[src/rtl/phase_sequencer.sv]
// phase_sequencer: single-clock controller for the multicycle core. It issues one-cycle
// phase enables, stalls on exBusy/memWait, and provides run/step control and perf counters.
module phase_sequencer #(
  parameter int unsigned MA_TIMEOUT = 1023,
  parameter int unsigned CNT_W      = 32
) (
  input  logic             CLK,
  input  logic             RST,
  input  logic             run_i,
  input  logic             step_i,
  input  logic             rwmem,
  input  logic             memWait,
  input  logic             exBusy,
  output logic             en_ft,
  output logic             en_dc,
  output logic             en_ex,
  output logic             en_ma,
  output logic             en_wb,
  output logic [2:0]       phase,
  output logic             halted,
  output logic             mem_timeout,
  output logic [CNT_W-1:0] retired,
  output logic [CNT_W-1:0] cycles
);

  typedef enum logic [2:0] {
    IDLE = 3'd0,
    FT   = 3'd1,
    DC   = 3'd2,
    EX   = 3'd3,
    EXW  = 3'd4,
    MA   = 3'd5,
    MAW  = 3'd6,
    WB   = 3'd7
  } state_t;

  // A zero MA_TIMEOUT disables the fault; the counter then only needs to exist.
  localparam bit                TIMEOUT_EN = (MA_TIMEOUT != 0);
  localparam int unsigned       WAIT_W     = TIMEOUT_EN ? $clog2(MA_TIMEOUT + 1) : 1;
  localparam logic [WAIT_W-1:0] WAIT_LAST  = WAIT_W'(TIMEOUT_EN ? MA_TIMEOUT - 1 : 0);

  state_t            state_q, state_d;
  logic              step_pend_q, step_pend_d;
  logic [WAIT_W-1:0] wait_cnt_q;
  logic              timeout_hit;

  // NOTE: every variable assigned in always_comb gets a default first, so no path leaves it unassigned and no latch is inferred.
  always_comb begin
    state_d     = state_q;
    step_pend_d = step_pend_q;
    timeout_hit = 1'b0;
    case (state_q)
      IDLE: begin
        if (!mem_timeout) begin
          if (run_i) begin
            state_d = FT;
          end else if (step_i) begin
            state_d     = FT;
            step_pend_d = 1'b1;
          end
        end
      end
      FT:  state_d = DC;
      DC:  state_d = EX;
      EX:  state_d = EXW;
      EXW: begin
        if (!exBusy) state_d = rwmem ? MA : WB;
      end
      MA:  state_d = MAW;
      MAW: begin
        if (!memWait) begin
          state_d = WB;
        end else if (TIMEOUT_EN && (wait_cnt_q == WAIT_LAST)) begin
          // This cycle is the MA_TIMEOUT-th stalled one: abandon the instruction without WB.
          state_d     = IDLE;
          timeout_hit = 1'b1;
        end
      end
      WB: begin
        step_pend_d = 1'b0;
        state_d     = (step_pend_q || !run_i) ? IDLE : FT;
      end
      default: state_d = IDLE;
    endcase
  end

  // NOTE: sequential state uses non-blocking assignments so every register samples pre-edge values.
  always_ff @(posedge CLK) begin
    if (RST) begin
      state_q     <= IDLE;
      step_pend_q <= 1'b0;
      wait_cnt_q  <= '0;
      mem_timeout <= 1'b0;
      retired     <= '0;
      cycles      <= '0;
    end else begin
      state_q     <= state_d;
      step_pend_q <= step_pend_d;
      if (state_q == MA) begin
        wait_cnt_q <= '0;
      end else if ((state_q == MAW) && memWait) begin
        wait_cnt_q <= wait_cnt_q + 1'b1;
      end
      if (timeout_hit)       mem_timeout <= 1'b1;
      if (state_q == WB)     retired     <= retired + 1'b1;
      if (state_q != IDLE)   cycles      <= cycles + 1'b1;
    end
  end

  // Moore outputs: decoded only from the state register.
  assign en_ft  = (state_q == FT);
  assign en_dc  = (state_q == DC);
  assign en_ex  = (state_q == EX);
  assign en_ma  = (state_q == MA);
  assign en_wb  = (state_q == WB);
  assign phase  = state_q;
  assign halted = (state_q == IDLE);

endmodule
[config.mk]
export PLATFORM = sky130hd
export DESIGN_NAME = phase_sequencer
export DESIGN_NICKNAME = d
export VERILOG_FILES = /design/src/rtl/phase_sequencer.sv
export SDC_FILE = /design/constraint.sdc
export NUM_CORES = 1
export LEC_CHECK = 0
export BUFFER_PORTS_ARGS = -buffer_cell sky130_fd_sc_hd__buf_2
export CAP_MARGIN = 0
export CELL_PAD_IN_SITES_DETAIL_PLACEMENT = 1
export CELL_PAD_IN_SITES_GLOBAL_PLACEMENT = 1
export CORE_MARGIN = 5
export CORE_UTILIZATION = 43
export CTS_CLUSTER_SIZE = 20
export DETAILED_ROUTE_END_ITERATION = 6
export GPL_TIMING_DRIVEN = 0
export PLACE_DENSITY = 0.87
export SYNTH_ARGS = -nofsm -noshare
export SYNTH_HDL_FRONTEND = slang
export SYNTH_SLANG_ARGS = --single-unit
[constraint.sdc]
create_clock -name CLK -period 2.9 [get_ports CLK]
set_input_delay 0.145 -clock CLK [delete_from_list [all_inputs] [get_ports CLK]]
set_output_delay 0.145 -clock CLK [all_outputs]
set_load 0.05 [all_outputs]
# Word level (Yosys, flattened, before mapping)
# Index checks and enable logic that the tools add are counted.
dict set report totals {
  input_bits 7
  out_inout_bits 74
  reg_bits 79
  word_cells 48
}
dict set report op_classes {
  n_addsub 3
  n_eq_ne 14
  muxes 16
  reduce_logical 9
}
# op count
set op_table {}
lappend op_table {{$add 32x1->32 const B} 2}
lappend op_table {{$pmux 3 s8} 1}
lappend op_table {{$mux 3} 6}
lappend op_table {{$eq 3x3->1 const B} 4}
lappend op_table {{$add 10x1->10 const B} 1}
lappend op_table {{$eq 10x10->1 const B} 1}
lappend op_table {{$ne 2x2->1 const B} 4}
lappend op_table {{$reduce_and 4->1} 2}
lappend op_table {{$mux 1} 7}
lappend op_table {{$eq 3x2->1 const B} 2}
lappend op_table {{$ne 3x3->1 const B} 2}
lappend op_table {{$eq 3x1->1 const B} 1}
lappend op_table {{$logic_not 3->1} 1}
lappend op_table {{$reduce_bool 3->1} 1}
lappend op_table {{$mux 2} 1}
lappend op_table {{$pmux 1 s2} 1}
lappend op_table {{$reduce_bool 2->1} 1}
lappend op_table {{$reduce_or 2->1} 1}
lappend op_table {{$logic_and 1x1->1} 1}
lappend op_table {{$logic_not 1->1} 1}
lappend op_table {{$logic_or 1x1->1} 1}

# Logic depth before layout (Yosys ltp)
dict set report logic_depth {
  ltp_word 4
  depth_mapped 7
}

# Worst setup path after synthesis
# Ideal clock, no wire load.
dict set report synth_timing {
  path_kind {flip-flop to flip-flop}
  startpoint {reg state_q[2] (netlist: phase[2])}
  endpoint {reg cycles[2]}
  path_buffers 1
  stages_incl_launch_ff 6
  arrival_ns 2.512
  required_time_ns 2.772
  path_slack_ns 0.260
  synth_period_minus_slack_ns 2.640
  cell_sequence {dfxtp_1 -> clkbuf_1 -> nor3_1 -> nand2b_1 -> xor2_1 -> nor2_1}
}
dict set report synth_via {
  elab_chain_len 1
}
# item line
set synth_lines {}
lappend synth_lines {{from (decl)} 42} ;# state_t state_q, state_d;
lappend synth_lines {{from (signal assigned)} 97} ;# state_q <= state_d;
lappend synth_lines {{$reduce_bool 3->1} 106} ;# if (state_q != IDLE) cycles <= cycles + 1'b1;
lappend synth_lines {{to (signal assigned)} 106}
lappend synth_lines {{to (decl)} 23} ;# output logic [CNT_W-1:0] cycles
# Every way passes these cells.
# A chain may end at the register's enable or synchronous reset.

# Worst setup path in the final report
dict set report layout_timing {
  startpoint {reg cycles[0]}
  endpoint {reg cycles[30]}
}
dict set report layout_via {
  elab_chain_len 1
}
# item line
set layout_lines {}
lappend layout_lines {{$add 32x1->32} 106}
# Every way passes these cells.

==> impl_metrics.env <==
export IMPL_run_status="finished, final reports clean"
export IMPL_critical_path_max_stage_delay_ns=0.55
export IMPL_viasPerCell=5.87
export IMPL_cpMaxStageDelayCell="or4_1"
export IMPL_antenna_found_initial=0
export IMPL_yosys_warnings=0
export IMPL_whs_ns=0.120
export IMPL_cp_cell_sequence="ha_1 > nand2_1 > or4_1 > clkbuf_1 > or4_1 > a21oi_1"
export IMPL_p_per_area_mw_per_mm2=479
export IMPL_grt_pass1_wl_um=19100
export IMPL_ant_nets=0
export IMPL_cts_made_buffers=9
export IMPL_area_growth_pct=18.9
export IMPL_fmax_ghz=0.442
export IMPL_die_area_mm2=0.0109
export IMPL_ff2ff_path_depth=6
export IMPL_grt_pass1_vias=3931
export IMPL_syn_avg_cell_area_um2=8.39
export IMPL_setup_ws_ns=0.640
export IMPL_drt_total_wl_um=11400
export IMPL_hp_class="input pin to flip-flop"
export IMPL_root_buffer="clkbuf_8"
export IMPL_grt_ovfl_total=0
export IMPL_clockBufferDepth=2
export IMPL_tightestPinTransition_ns=0.822
export IMPL_synth_cell_type_count=42
export IMPL_via_count=3868
export IMPL_synth_largest_area_cell="dfxtp_1"
export IMPL_die_y_um=104
export IMPL_hold_start="rwmem"
export IMPL_htree_levels=3
export IMPL_port_buffers=80
export IMPL_maxCapViolCount=0
export IMPL_r2r_start="cycles[0]"
export IMPL_startpoint="cycles[0]"
export IMPL_fin_skew_ns=0.00791
export IMPL_drc_errors=0
export IMPL_slew_headroom=0.448
export IMPL_startpoint_type="flip-flop"
export IMPL_firstDrtPassIters=4
export IMPL_ys_ff_latch=79
export IMPL_grt_max_degree=14
export IMPL_cts_setup_buffers=0
export IMPL_cts_tree="built"
export IMPL_async_flop_share=0
export IMPL_path_max_fanout=8
export IMPL_period_needed_ns=2.26
export IMPL_wl_per_cell_um=17.3
export IMPL_fin_util=0.523
export IMPL_synth_top_area_frac=0.414
export IMPL_min_period_over_period=0.779
export IMPL_pin_count=81
export IMPL_start_util=0.440
export IMPL_slew_violations=0
export IMPL_place_gp_congestion=0.793
export IMPL_hold_depth=4
export IMPL_synth_top_cells_by_count="dfxtp_1, nor2_1, a21oi_1"
export IMPL_fin_setup_tns_ns=0
export IMPL_synth_nets=466
export IMPL_synth_edf_count=0
export IMPL_syn_inst=455
export IMPL_hpwl_um=8400
export IMPL_fin_nets=557
export IMPL_antenna_cells=0
export IMPL_layout_drive_gt1_share=0.192
export IMPL_report_power_total_mw=2.17
export IMPL_place_ws_ns=0.666
export IMPL_synthFlopType="dfxtp_1"
export IMPL_synth_area_leaders="dfxtp_1, a21oi_1, or4_1, o31ai_1, nor2_1"
export IMPL_yosysMostFrequentCell="dfxtp_1"
export IMPL_core_area_mm2=0.00868
export IMPL_seq_area_frac_synth=0.414
export IMPL_hold_viol=0
export IMPL_setup_viol=0
export IMPL_peakVddDrop_mv=0.328
export IMPL_crit_path_frequent_cell="or4_1"
export IMPL_required_ns=3.17
export IMPL_worstSetupPathType="flip-flop to flip-flop"
export IMPL_die_w_um=104
export IMPL_cts_resized_gates=0
export IMPL_worst_ep_arrival_time_ns=2.53
export IMPL_path_clk_slew_ns=0.08
export IMPL_cts_sinks=79
export IMPL_cp_end_kind="flip-flop"
export IMPL_cts_hold_buffers=0
export IMPL_clock_latency_ns=0.34
export IMPL_p_leak_nw=1.69
export IMPL_syn_cell_area_mm2=0.00382
export IMPL_grt_usage=0.206
export IMPL_rows=34
export IMPL_drt_initial_drc_count=116
export IMPL_grt_setup_unrepaired="no"
==> per-layer routing <==
| layer | GRT usage | part of all wire | vias to the layer above |
|---|---|---|---|
| li1 | - | - | 1860 |
| met1 | 0.267 | 0.46 | 1914 |
| met2 | 0.348 | 0.49 | 80 |
| met3 | 0.0372 | 0.038 | 14 |
| met4 | 0.0629 | 0.014 | 0 |
| met5 | 0 | 0 | - |
==> sequential cells by signal, indices dropped and copies added, names as in the netlist <==
| name | flops |
|---|---|
| retired | 32 |
| step_pend_q | 1 |
| wait_cnt_q | 10 |
| cycles | 32 |
| phase | 3 |
| mem_timeout | 1 |
==> path summary, 6_finish.rpt <==
path | endpoint | slack [ns]
setup / recovery | cycles[30] | 0.64
hold / removal | phase[1] | 0.12
setup reg to reg | cycles[30] | 0.64
hold reg to reg | retired[23] | 0.50
==> stage by stage <==
| step | cell area, um2 | cells |
|---|---|---|
| floorplan | 3820 | 455 |
| global placement | 4350 | 643 |
| detailed placement | 4350 | 643 |
| CTS | 4540 | 659 |
| global route | 4540 | 659 |
| finish | 4540 | 659 |
==> cells by family (layout without fill, tap and decap cells) <==
logic type | Yosys count | count (layout) | share of synthesized area
mux | 7 | 7 | 0.0200
compound gates | 89 | 89 | 0.140
flops | 79 | 79 | 0.414
fa+ha+maj | 4 | 4 | 0.0131
buf+inv | 41 | 137 | 0.0429
simple gates | 206 | 206 | 0.303
xor+xnor | 29 | 29 | 0.0666
==> layout by cell type, fill, tap and decap left out, types with 12 or more instances in the layout <==
cell,count
a21oi_1,40
and4_1,12
buf_2,82
clkbuf_1,23
dfxtp_1,79
nand2_1,27
nand3_1,27
nand4_1,17
nor2_1,41
o21ai_0,17
o31ai_1,23
or3_1,13
or4_1,25
xnor2_1,14
xor2_1,15
==> worst max-delay path: cells and delay by family (launching register included) <==
| family | cells | cell delay, ns |
|---|---|---|
| AOI/OAI and AO/OA | 1 | 0.16 |
| adders and majority gates | 1 | 0.25 |
| buffers and inverters | 1 | 0.19 |
| DFF | 1 | 0.48 |
| and+or+nand+nor | 3 | 1.10 |
==> cell type report <==
| class | count | area [um2] |
|---|---|---|
| well taps | 108 | 135 |
| multi-input cells | 335 | 2070 |
| fillers | 1104 | 4140 |
| clock buffers | 11 | 151 |
| flip-flops and latches | 79 | 1580 |
| plain buffers | 30 | 123 |
| repair buffers | 80 | 400 |
| clock inverters | 5 | 32.5 |
| inverters | 11 | 41.3 |
==> power breakdown <==
group	internal, mW	switching [mW]
registers	1.10	0.0292
logic	0.0679	0.205
clock network	0.355	0.415
Note: power is estimated with default switching activity, not from simulation.
